File: config.mk
export PLATFORM = sky130hd
export DESIGN_NAME = kfps2kb_event_queue
export DESIGN_NICKNAME = d
export VERILOG_FILES = /design/src/rtl/kfps2kb_event_queue.sv
export SDC_FILE = /design/constraint.sdc
export NUM_CORES = 1
export LEC_CHECK = 0
export CORE_MARGIN = 8
export CORE_UTILIZATION = 55
export DETAILED_ROUTE_END_ITERATION = 10
export PLACE_DENSITY_LB_ADDON = 0.25
export SKIP_CTS_REPAIR_TIMING = 1
export SLEW_MARGIN = 20
export SYNTH_ARGS = -nofsm -noshare
export SYNTH_HDL_FRONTEND = slang
export SYNTH_SLANG_ARGS = --single-unit
File: constraint.sdc
create_clock -name clock -period 3.34 [get_ports clock]
set_input_delay 0.835 -clock clock [delete_from_list [all_inputs] [get_ports clock]]
set_output_delay 0.835 -clock clock [all_outputs]
set_load 0.05 [all_outputs]
File: src/rtl/kfps2kb_event_queue.sv
// PS/2 set-2 event sequencer: folds E0/F0 prefixes into one event per key and queues it in a FWFT FIFO.
// Latency: event visible 2 edges after irq is seen; backpressure: ev_ready holds events, full FIFO drops and sets overflow.

module kfps2kb_fifo #(
  parameter int W     = 11,
  parameter int DEPTH = 8,
  parameter int AW    = $clog2(DEPTH)
) (
  input  logic          clock,
  input  logic          reset,
  input  logic          push,
  input  logic [W-1:0]  push_dat,
  input  logic          pop,
  output logic          head_vld,
  output logic [W-1:0]  head_dat,
  output logic [AW:0]   count,
  output logic          full
);

  logic [W-1:0]  mem [DEPTH];
  logic [AW-1:0] wr_ptr;
  logic [AW-1:0] rd_ptr;
  logic          wr_ok;
  logic          rd_ok;

  assign head_vld = (count != '0);
  assign full     = (count == (AW+1)'(DEPTH));
  assign rd_ok    = pop && head_vld;
  // A pop in the same cycle frees the slot, so a full FIFO can still accept.
  assign wr_ok    = push && (!full || rd_ok);
  assign head_dat = head_vld ? mem[rd_ptr] : '0;

  always_ff @(posedge clock) begin
    if (wr_ok) begin
      mem[wr_ptr] <= push_dat;
    end
  end

  always_ff @(posedge clock or posedge reset) begin
    if (reset) begin
      wr_ptr <= '0;
      rd_ptr <= '0;
      count  <= '0;
    end else begin
      if (wr_ok) begin
        wr_ptr <= wr_ptr + AW'(1);
      end
      if (rd_ok) begin
        rd_ptr <= rd_ptr + AW'(1);
      end
      case ({wr_ok, rd_ok})
        2'b10:   count <= count + (AW+1)'(1);
        2'b01:   count <= count - (AW+1)'(1);
        default: count <= count;
      endcase
    end
  end

endmodule

module kfps2kb_event_queue #(
  parameter  int DEPTH = 8,
  localparam int AW    = $clog2(DEPTH)
) (
  input  logic          clock,
  input  logic          reset,
  input  logic          enable,
  input  logic          kb_irq,
  input  logic [7:0]    kb_keycode,
  output logic          kb_clear_keycode,
  output logic          ev_valid,
  output logic [10:0]   ev_data,
  input  logic          ev_ready,
  output logic [AW:0]   ev_count,
  output logic          overflow,
  input  logic          clear_overflow
);

  typedef struct packed {
    logic       err;
    logic       brk;
    logic       ext;
    logic [7:0] code;
  } ev_t;

  typedef enum logic [1:0] {
    IDLE  = 2'd0,
    CLEAR = 2'd1,
    WAIT  = 2'd2
  } state_t;

  state_t     state_q, state_d;
  logic       clr_q, clr_d;
  logic [7:0] byte_q;
  logic       capture;
  logic       ext_q, ext_d;
  logic       brk_q, brk_d;
  logic       push;
  ev_t        push_ev;
  logic       pop;
  logic       full;
  logic       drop;
  logic       overflow_q;

  always_ff @(posedge clock or posedge reset) begin
    if (reset) begin
      state_q    <= IDLE;
      clr_q      <= 1'b0;
      byte_q     <= '0;
      ext_q      <= 1'b0;
      brk_q      <= 1'b0;
      overflow_q <= 1'b0;
    end else begin
      state_q <= state_d;
      clr_q   <= clr_d;
      ext_q   <= ext_d;
      brk_q   <= brk_d;
      if (capture) begin
        byte_q <= kb_keycode;
      end
      if (drop) begin
        overflow_q <= 1'b1;
      end else if (clear_overflow) begin
        overflow_q <= 1'b0;
      end
    end
  end

  always_comb begin
    state_d = state_q;
    clr_d   = 1'b0;
    capture = 1'b0;
    ext_d   = ext_q;
    brk_d   = brk_q;
    push    = 1'b0;
    push_ev = '0;
    case (state_q)
      IDLE: begin
        if (enable && kb_irq) begin
          state_d = CLEAR;
          clr_d   = 1'b1;
          capture = 1'b1;
        end
      end
      CLEAR: begin
        state_d = WAIT;
        if (byte_q == 8'hE0) begin
          ext_d = 1'b1;
        end else if (byte_q == 8'hF0) begin
          brk_d = 1'b1;
        end else begin
          // Error bytes discard any pending prefix rather than carrying it.
          push         = 1'b1;
          push_ev.code = byte_q;
          if (byte_q == 8'hFF || byte_q == 8'h00) begin
            push_ev.err = 1'b1;
          end else begin
            push_ev.brk = brk_q;
            push_ev.ext = ext_q;
          end
          ext_d = 1'b0;
          brk_d = 1'b0;
        end
      end
      WAIT: begin
        if (!kb_irq) begin
          state_d = IDLE;
        end
      end
      default: state_d = IDLE;
    endcase
  end

  assign pop  = ev_valid && ev_ready;
  assign drop = push && full && !pop;

  kfps2kb_fifo #(
    .W     (11),
    .DEPTH (DEPTH),
    .AW    (AW)
  ) u_fifo (
    .clock    (clock),
    .reset    (reset),
    .push     (push),
    .push_dat (push_ev),
    .pop      (pop),
    .head_vld (ev_valid),
    .head_dat (ev_data),
    .count    (ev_count),
    .full     (full)
  );

  assign kb_clear_keycode = clr_q;
  assign overflow         = overflow_q;

endmodule
# Yosys cells after proc, flatten, opt, wreduce, memory -nomap -nowiden
# Memory sizes are Yosys's and may differ from the RTL's.
# Index checks and enable logic that the tools add are counted.
# word_totals
ff_bits	24
mem_bits_rw	88
in_bits	14
output_inout_bits	18
elab_cells	66
n_memories	1
# op_classes
add_sub_neg	4
eq_ne	11
mux	22
bitwise_logic	1
reduce_logical	18
# memory_table
memory	depth	word_bits	read_ports	rd_ports_with_merged_regs	wr	line_no	text
u_fifo.mem	8	11	1	0	1	20	logic [W-1:0] mem [DEPTH];
# op_table
operator	count
11-bit 2-to-1 mux	4
8-bit equality test (second input constant)	3
1-bit 2-to-1 mux	13
8-bit logical NOT	1
4-bit one-hot mux with 2 select lines	1
3-bit by 1-bit adder with 3-bit output (second input constant)	2
1-bit logical AND	6
2-bit 2-to-1 mux	3
2-bit != test (second input constant)	3
2-bit one-hot mux with 3 select lines	1
2-bit AND reduction	3
4-bit by 1-bit adder with 4-bit output (second input constant)	1
2-bit by 1-bit equality test with 1-bit output (second input constant)	2
2-bit equality test (second input constant)	2
4-bit equality test (second input constant)	1
2-bit nonzero test	2
4-bit nonzero test	1
4-bit by 1-bit subtractor with 4-bit output (second input constant)	1
1-bit logical NOT	2
2-bit logical NOT	1
1-bit logical OR	2
1-bit NOT	1

# Longest topological paths before layout
# Gate-level depths: netlist of the first run.
# logic_depth
word_depth	7
depth_mapped	11
mapped_depth_nobuf	9

# By module
# Synthesis of the first run repeated with hierarchy kept, for this count alone.
# hier_totals
cells_unflattened	274
hier_area_um2	4700.8
# modules_own_cells
mod	instances	cells_each	area_per_inst_um2	seq_area_each_um2
kfps2kb_fifo	1	211	4018.9	2892.8
kfps2kb_event_queue	1	63	681.9	350.3

# Worst setup path before layout of the first run
# No wires, ideal clock.
# synth_timing
path_type	flip-flop to flip-flop
start	reg u_fifo.count[1]
end	reg u_fifo.count[3]
setup_ps	90
t_arrival_ps	2942
t_required_ps	3250
setup_slack_ps	308
path_stages_with_launch	11
n_path_buf	3
period_less_slack_ps	3032
cell_sequence	dfrtp_1 buf_6 or4_4 buf_6 nand2_1 inv_1 ha_1 clkbuf_1 or4b_2 a21o_1 o221ai_1
# synth_between
elab_chain_len	7
elab_cells_between_ends	13
classes_between	2 x add/sub; 3 x eq/ne; 1 x mux; 7 x reduce/logical
# synth_lines
element	line_no	text
start: declaration	16	output logic [AW:0] count,
start signal: assignment	52	2'b10: count <= count + (AW+1)'(1);
start signal: assignment	53	2'b01: count <= count - (AW+1)'(1);
start signal: assignment	54	default: count <= count;
4-bit nonzero test (*)	26	assign head_vld = (count != '0);
via ev_valid	71	output logic ev_valid,
1-bit logical AND	174	assign pop = ev_valid && ev_ready;
1-bit logical AND (*)	28	assign rd_ok = pop && head_vld;
via u_fifo.rd_ok	24	logic rd_ok;
1-bit logical OR	30	assign wr_ok = push && (!full || rd_ok);
1-bit logical AND	30	
2-bit by 1-bit equality test with 1-bit output / 2-bit equality test (equally long branches)	51	case ({wr_ok, rd_ok})
4-bit one-hot mux with 2 select lines / 2-bit nonzero test (equally long branches)	n/a	
# The timed path passes the listed nets; every way through them passes the cells marked *.
# A chain may end at the register's enable or synchronous reset.

# Final worst setup path of the first run
# layout_timing
start	reg u_fifo.count[0]
end	out ev_data[9]
# layout_between
elab_chain_len	2
# layout_lines
element	line_no	text
4-bit nonzero test	26	
11-bit 2-to-1 mux	31	assign head_dat = head_vld ? mem[rd_ptr] : '0;
end: declaration	72	output logic [10:0] ev_data,
# No other way between the ends.

==> results of run 1 <==
-- state kept, by name (all words and copies together), names as in the netlist --
| signal | cells |
|---|---|
| kb_clear_keycode | 1 |
| u_fifo.count | 4 |
| overflow | 1 |
| state_q | 2 |
| ext_q | 1 |
| u_fifo.mem | 88 |
| brk_q | 1 |
| u_fifo.wr_ptr | 3 |
| u_fifo.rd_ptr | 3 |
| byte_q | 8 |
-- cell usage in the layout, fill, tap and decap left out, drive strengths merged, types with 2 or more instances in the layout --
cell type and count:
edfxtp 88, nand3b 2, a21oi 6, nor2 6, nand3 3, a22o 11, nor4bb 2, nor2b 5
nand2 8, xnor2 5, o2111ai 2, nor4b 2, clkinv 2, nor4 3, dfrtp 24, nand2b 3
ha 5, o21a 2, inv 11, nand4 2, o21ai 3, nor3 6, clkdlybuf4s50 20, mux4 22
o221ai 2, buf 30, and2 7, clkbuf 9, or4 4, mux2 9
-- power groups by stage --
| stage | registers [uW] | clock network [uW] | logic (uW) |
|---|---|---|---|
| after floorplan | 1860 | 0 | 1370 |
| after global placement | 1810 | 0 | 1890 |
| after detailed placement | 1820 | 0 | 1920 |
| after CTS | 1790 | 848 | 1930 |
| after global routing | 1820 | 895 | 2030 |
| final | 1790 | 838 | 1900 |
-- routing by layer --
layer  vias up  part of all wire [%]  GRT usage [%]
li1       1155                     -              -
met1      1297                    43           20.8
met2        76                    50           26.9
met3        13                   5.7           3.39
met4         0                   1.7           6.74
met5         -                     0              0
-- layout make-up --
class / count / area share [%]
Clock inverter: 7 / 1.60
Tap cell: 105 / 2.44
Clock buffer: 9 / 2.30
Sequential cell: 112 / 60.1
Timing Repair Buffer: 50 / 7.89
Multi-Input combinational cell: 133 / 25.1
Inverter: 8 / 0.557
-- final timing paths --
kind | depth (start not counted) | to | start
worst max-delay path | 5 | ev_data[9] | u_fifo.count[0]
worst min-delay path | 1 | u_fifo.rd_ptr[2] | u_fifo.rd_ptr[2]
worst max register to register | 6 | u_fifo.count[3] | byte_q[1]
worst min register to register | 1 | u_fifo.rd_ptr[2] | u_fifo.rd_ptr[2]
max in group asynchronous | 2 | brk_q | reset
min in group asynchronous | 2 | u_fifo.wr_ptr[2] | reset
-- logic make-up (layout without fill, tap and decap cells) --
group                    after synthesis  in the layout  synth area share (%)
adder cells (fa/ha/maj)                5              5                  1.33
AND/OR/NAND/NOR                       58             58                  7.49
flip-flops                           112            112                  69.1
buffers and inverters                 24             74                  2.77
AO/OA/AOI/OAI                         32             32                  5.28
XOR/XNOR                               6              6                  1.12
multiplexers                          32             32                  12.9
-- per-stage QoR --
stage                     setup slack [ns]  power [uW]  area (sq um)
after global routing                 0.157        4740          5390
after CTS                            0.227        4560          5390
final                                0.238        4520          5390
after global placement               0.153        3700          5180
after floorplan                      0.308        3230          4690
after detailed placement            0.0255        3740          5180
==> impl_metrics.yaml, run 1 <==
run_status:
  status: "finished clean"
setup_path:
  rrSetupSlack_ns: 0.48
  end_kind: "output pin"
  critPathBufInv: 2
  cp-start-kind: "register"
  critPathKind: "reg -> out"
  crit_chain: "or4_4 -> nor2b_1 -> buf_4 -> a22o_1 -> buf_4"
  critPathMostFrequentCell: "buf_4"
  crit_path_max_incr_delay_ns: 0.60
  cp_top_family: "simple AND/OR/NAND/NOR gates"
  worst-path-max-fanout: 11
  cp.required_ns: 2.50
  cpMaxStageDelayCell: "or4_4"
  cp.arrival_ns: 2.27
timing:
  grt_setup_unrepaired: "no"
  layout_min_cycle_time_ns: 3.10
  finalSetupViolations: 0
  max_slew_margin_pct: 34.9
  slew_violations: 0
  skew_ns: 0.00954
  holdWs_ns: 0.499
  tns_ns: 0
  finalCritPeriodShare_pct: 92.9
  timing.fmax_mhz: 322
  worstMarginPinSlew_ns: 0.975
  hold_viol_final: 0
route:
  routed_wl_um: 8890
  viasPerCell: 5.99
  ant_nets: 0
  drcViolationCount: 0
  first_iter_violations: 160
  vias: 2541
  dr.pass1.iters: 4
  wl_per_cell_um: 21.0
cts:
  clock_path_buffers: 2
  path_clk_slew_ns: 0.10
  cts-root-buf: "clkbuf_8"
  cts.sinks: 112
  clock_latency_ns: 0.37
  h-tree-depth: 3
  cts_tree: "yes"
  cts_buffers: 9
yosys:
  yosys.area.top_type: "edfxtp_1"
  synthArstFlopShare_pct: 21.4
  synthFlopType: "edfxtp_1"
  ys_seq_area_share_pct: 69.1
  synth-seq-cells: 112
  synth.top_cell.area_share_pct: 56.3
  synth_most_common_cell: "edfxtp_1"
  synth_edf_count: 88
  syn_nets: 288
  ys_top_cells_by_area: "edfxtp_1 56%, dfrtp_1 13%, mux4_2 11%"
  synth.distinct_cells: 47
  synth_area_sq_mm: 0.00469
  syn_area_per_cell_sq_um: 17.5
  syn_inst: 269
  synth_commonest_cells: "88 x edfxtp_1, 24 x dfrtp_1, 22 x mux4_2, 11 x a22o_1, 9 x mux2_2"
  yosysWarnings: 0
global_route:
  grt_start_max_net_pins: 25
  first_global_vias: 2663
  antenna_found_initial: 0
  overflow: 0
  grt.total_usage_pct: 16.4
  grt_pass1_wl_um: 14400
floorplan:
  core_sq_mm: 0.00826
  fp-row-count: 33
  dieArea_sq_mm: 0.0117
  start_util_pct: 56.8
  die_x_um: 108
  die_y_um: 108
  io_pins: 32
layout:
  final_cells: 424
  multiInputGateArea_sq_mm: 0.00135
  insertedDiodeCount: 0
  fin_util_pct: 65.3
  drive_gt1_share_pct: 27.3
  fill_cells: 583
  final_nets: 333
  areaGrowthSynthToFinish_pct: 14.9
  regArea_sq_mm: 0.00324
power:
  seq_power_share_pct: 39.6
  power_density_mw_per_mm2: 839
  p_leak_uw: 0.00190
  p_int_uw: 2780
  combPwrFrac_pct: 41.9
  peakVddDrop_mv: 0.471
  p_sw_share_pct: 38.5
  p_switching_uw: 1740
  p_clk_share_pct: 18.5
placed_design:
  gp_congestion: 0.776
  placedCellCount: 408
  dp_hpwl_um: 5890
  io_buffers: 31
flow_run:
  max_cap_viol_count: 0
hold_path:
  worstHoldPathType: "reg -> reg"
(Power assumes the default switching activity.)
==> run 2: changes to the inputs <==
SETUP_SLACK_MARGIN = 0.3   (was unset)
==> run 2 against run 1 <==
Compared with the run above: sequential share of layout area is 0.60 points lower; via count up 1.7%; power is 1.6% higher; worst setup slack improved by 0.14 ns; clock power about the same; core utilization up 0.71 points; cell area rose by 1.1%; sequential power about the same; die area unchanged; global-route usage unchanged; flip-flop and latch count stayed put; critical path type unchanged.
==> impl_metrics.yaml, run 2 (synthesis results as in run 1) <==
layout:
  areaGrowthSynthToFinish_pct: 16.1
  insertedDiodeCount: 0
  regMostFlops: "u_fifo.mem"
  largest_reg_flops: 88
  drive_gt1_share_pct: 29.5
  layout_common_cells: "88 x edfxtp_1, 34 x buf_4, 22 x mux4_2, 22 x dfrtp_1, 20 x clkdlybuf4s50_1"
  layout_commonest_cell: "edfxtp_1"
  final_nets: 339
  reg_top3: "u_fifo.mem (88), byte_q (8), u_fifo.count (4)"
timing:
  skew_ns: 0.00838
  grt_setup_unrepaired: "no"
  holdWs_ns: 0.498
  timing.fmax_mhz: 338
  layout_min_cycle_time_ns: 2.96
  slew_violations: 0
  setup_slack_ns: 0.381
  worstMarginPinSlew_ns: 0.958
  max_slew_margin_pct: 36.0
  tns_ns: 0
  hold_viol_final: 0
  finalCritPeriodShare_pct: 88.6
  finalSetupViolations: 0
setup_path:
  rrSetupSlack_ns: 0.55
  end_kind: "output pin"
  r2r-start: "byte_q[1]"
  critPathKind: "reg -> out"
  cp-start-kind: "register"
  cp.required_ns: 2.50
  cpMaxStageDelayCell: "or4_4"
  cp.arrival_ns: 2.12
  r2r_end: "u_fifo.count[3]"
  worst-path-max-fanout: 11
  rr_worst_depth: 6
  critPathBufInv: 2
  crit_path_max_incr_delay_ns: 0.57
  cp_top_family: "simple AND/OR/NAND/NOR gates"
  critical_path.startpoint: "u_fifo.count[2]"
  crit_chain: "or4_4 -> nor2b_1 -> buf_4 -> a22o_1 -> buf_6"
power:
  p_total_uw: 4600
  p_leak_uw: 0.00193
  peakVddDrop_mv: 0.561
  power_density_mw_per_mm2: 843
route:
  viasPerCell: 6.01
  wl_per_cell_um: 20.8
  drcViolationCount: 0
  first_iter_violations: 155
  ant_nets: 0
  vias: 2584
  routed_wl_um: 8950
  dr.pass1.iters: 4
floorplan:
  die_y_um: 108
  start_util_pct: 56.8
  core_sq_mm: 0.00826
  fp-row-count: 33
  io_pins: 32
  die_x_um: 108
  dieArea_sq_mm: 0.0117
run_status:
  status: "finished clean"
cts:
  cts_tree: "yes"
  h-tree-depth: 3
  cts.sinks: 112
  cts_buffers: 9
  cts-root-buf: "clkbuf_8"
  path_clk_slew_ns: 0.10
  clock_path_buffers: 2
  clock_latency_ns: 0.37
placed_design:
  dp_hpwl_um: 5890
  io_buffers: 31
  gp_congestion: 0.776
  place_ws_ns: 0.0255
hold_path:
  worstHoldPathType: "reg -> reg"
  hold_start: "u_fifo.rd_ptr[2]"
  min_delay_path_depth: 1
  whs_endpoint: "u_fifo.rd_ptr[2]"
global_route:
  overflow: 0
  antenna_found_initial: 0
  grt_start_max_net_pins: 25
  grt_pass1_wl_um: 14400
  grt.total_usage_pct: 16.4
  first_global_vias: 2663
flow_run:
  max_cap_viol_count: 0
run 2: final cells by class:
class	count	area, sq um
Clock buffer	9	124
Clock inverter	7	86.3
Fill cell	572	2810
Inverter	8	30.0
Multi-Input combinational cell	133	1360
Sequential cell	112	3250
Tap cell	105	131
Timing Repair Buffer	56	478
run 2: how the worst max path moves through the flow:
stage                      end  cells after the start  slack, ns
3_5_place_dp   u_fifo.count[3]                      7       0.03
3_3_place_gp   u_fifo.count[3]                      7       0.15
5_1_grt             ev_data[7]                      5       0.31
4_1_cts             ev_data[9]                      5       0.23
6_report            ev_data[9]                      5       0.38
2_1_floorplan  u_fifo.count[3]                     10       0.31
run 2: layer usage:
metal  vias up  routed length (um)  GRT usage, %
li1       1169                   -             -
met5         -                   0             0
met2        83                4520          26.9
met4         0                 150          6.74
met1      1319                3800          20.8
met3        13                 474          3.39
run 2: worst register-to-register path: cells and delay by family (launching register included):
kind | cells | cell delay [ns]
simple gates | 2 | 1.11
compound gates | 3 | 0.85
flops | 1 | 0.42
fa+ha+maj | 1 | 0.28
run 2: metrics by stage:
step	instances	util, %	cell area, sq um
floorplan	269	-	4690
global placement	408	62.8	5180
detailed placement	408	62.8	5180
CTS	424	65.3	5390
global route	430	66.0	5450
finish	430	66.0	5450
run 2: report_power, final:
| group | leakage, uW | switching, uW | internal (uW) |
|---|---|---|---|
| combinational | 0.000723 | 1150 | 829 |
| clock | 0.000104 | 472 | 363 |
| sequential | 0.00110 | 125 | 1650 |
==> run 3: changes to the inputs <==
CORE_ASPECT_RATIO = 1.25   (was unset)
CTS_CLUSTER_DIAMETER = 40   (was unset)
==> run 3 against run 2 <==
Compared with the run above: power decreased by 2.4%; count of clock-buffer cells in the layout increased by 1; sequential share of layout area increased by 0.43 points; register-to-register slack got worse by 0.12 ns; first-iteration DRC count decreased by 3.9%; core utilization decreased by 0.70 points; clock power decreased by 8.0%; wire length decreased by 3.3%.
==> impl_metrics.yaml, run 3 (synthesis results as in run 1) <==
run_status:
  status: "finished clean"
layout:
  final_nets: 337
  areaGrowthSynthToFinish_pct: 15.3
  final_cells: 420
  largest_reg_flops: 88
  postLayoutCellArea_sq_mm: 0.00541
  layout_commonest_cell: "edfxtp_1"
  insertedDiodeCount: 0
  reg_top3: "u_fifo.mem (88), byte_q (8), u_fifo.count (4)"
  fill_cells: 588
  layout_common_cells: "88 x edfxtp_1, 31 x buf_4, 22 x mux4_2, 22 x dfrtp_1, 20 x clkdlybuf4s50_1"
  multiInputGateArea_sq_mm: 0.00135
  regArea_sq_mm: 0.00325
  regMostFlops: "u_fifo.mem"
  drive_gt1_share_pct: 28.2
  fin_util_pct: 65.3
route:
  wl_per_cell_um: 20.6
  routed_wl_um: 8660
  dr.pass1.iters: 4
  ant_nets: 0
  drcViolationCount: 0
  viasPerCell: 6.05
  vias: 2543
  first_iter_violations: 149
floorplan:
  io_pins: 32
  core_sq_mm: 0.00829
  dieArea_sq_mm: 0.0118
  die_y_um: 119
  die_x_um: 98.6
  start_util_pct: 56.7
  fp-row-count: 37
global_route:
  grt_start_max_net_pins: 25
  grt.total_usage_pct: 15.8
  first_global_vias: 2728
  overflow: 0
  grt_pass1_wl_um: 14000
  antenna_found_initial: 0
cts:
  cts_tree: "yes"
  cts-root-buf: "clkbuf_8"
  cts_buffers: 9
  clock_latency_ns: 0.37
  clock_path_buffers: 2
  h-tree-depth: 3
  cts.sinks: 112
  path_clk_slew_ns: 0.09
power:
  p_total_uw: 4490
  p_int_uw: 2800
  p_switching_uw: 1690
  p_sw_share_pct: 37.6
  power_density_mw_per_mm2: 829
  seq_power_share_pct: 40.1
  p_leak_uw: 0.00192
  peakVddDrop_mv: 0.516
  p_clk_share_pct: 17.1
  combPwrFrac_pct: 42.8
timing:
  tns_ns: 0
  timing.fmax_mhz: 339
  grt_setup_unrepaired: "no"
  hold_viol_final: 0
  finalCritPeriodShare_pct: 88.2
  skew_ns: 0.00956
  max_slew_margin_pct: 38.8
  layout_min_cycle_time_ns: 2.95
  slew_violations: 0
  worstMarginPinSlew_ns: 0.917
  finalSetupViolations: 0
setup_path:
  critPathKind: "reg -> out"
  end_kind: "output pin"
  crit_path_max_incr_delay_ns: 0.73
  worst-path-max-fanout: 7
  crit_chain: "or4_4 -> clkdlybuf4s50_1"
  cp_top_family: "buffers and inverters"
  cp.arrival_ns: 2.11
  cpMaxStageDelayCell: "clkdlybuf4s50_1"
  cp-start-kind: "register"
  critPathBufInv: 1
  cp.required_ns: 2.50
placed_design:
  dp_hpwl_um: 5800
  io_buffers: 31
  placed_cell_area_sq_mm: 0.00520
  placedCellCount: 402
  gp_congestion: 0.777
flow_run:
  max_cap_viol_count: 0
hold_path:
  worstHoldPathType: "reg -> reg"
-- run 3: changes by cell type in the layout (fill, tap and decap cells not counted), sizes merged --
cell and change:
clkbuf +1, buf -2, inv -3, clkinv +2
-- run 3: area by class of cell --
class,instances,area share [%]
flip-flops and latches,112,60.0
clock inverters,6,1.11
inverters,8,0.555
well taps,97,2.24
clock buffers,10,2.36
multi-input cells,133,25.0
repair buffers,54,8.78
-- run 3: worst paths after layout --
path	end	from	depth (start not counted)	slack, ns
max	ev_valid	u_fifo.count[0]	2	0.39
min	u_fifo.rd_ptr[2]	u_fifo.rd_ptr[2]	1	0.50
max reg2reg	u_fifo.count[3]	byte_q[1]	6	0.43
min reg2reg	u_fifo.rd_ptr[2]	u_fifo.rd_ptr[2]	1	0.50
max in group asynchronous	u_fifo.count[0]	reset	2	1.76
min in group asynchronous	u_fifo.wr_ptr[0]	reset	2	0.96
-- run 3: through the flow --
| stage | setup slack [ns] | hold WS, ns |
|---|---|---|
| finish | 0.393 | 0.498 |
| global placement | 0.152 | 0.477 |
| detailed placement | 0.0555 | 0.486 |
| CTS | 0.230 | 0.502 |
| global route | 0.309 | 0.549 |
| floorplan | 0.308 | 0.459 |
-- run 3: per-layer routing --
layer  GRT usage (%)  share of wire (%)  vias to the layer above
li1                -                  -                     1167
met1            18.8                 41                     1277
met3            4.37                6.3                       11
met4            7.31                1.7                        0
met5               0                  0                        -
met2            26.0                 51                       88
-- run 3: power by group through the flow --
stage               Clock (uW)  Sequential [uW]  Combinational (uW)
global placement             0             1820                1890
detailed placement           0             1830                1920
CTS                        788             1800                1920
finish                     768             1800                1920
global route               833             1820                2060
floorplan                    0             1860                1370
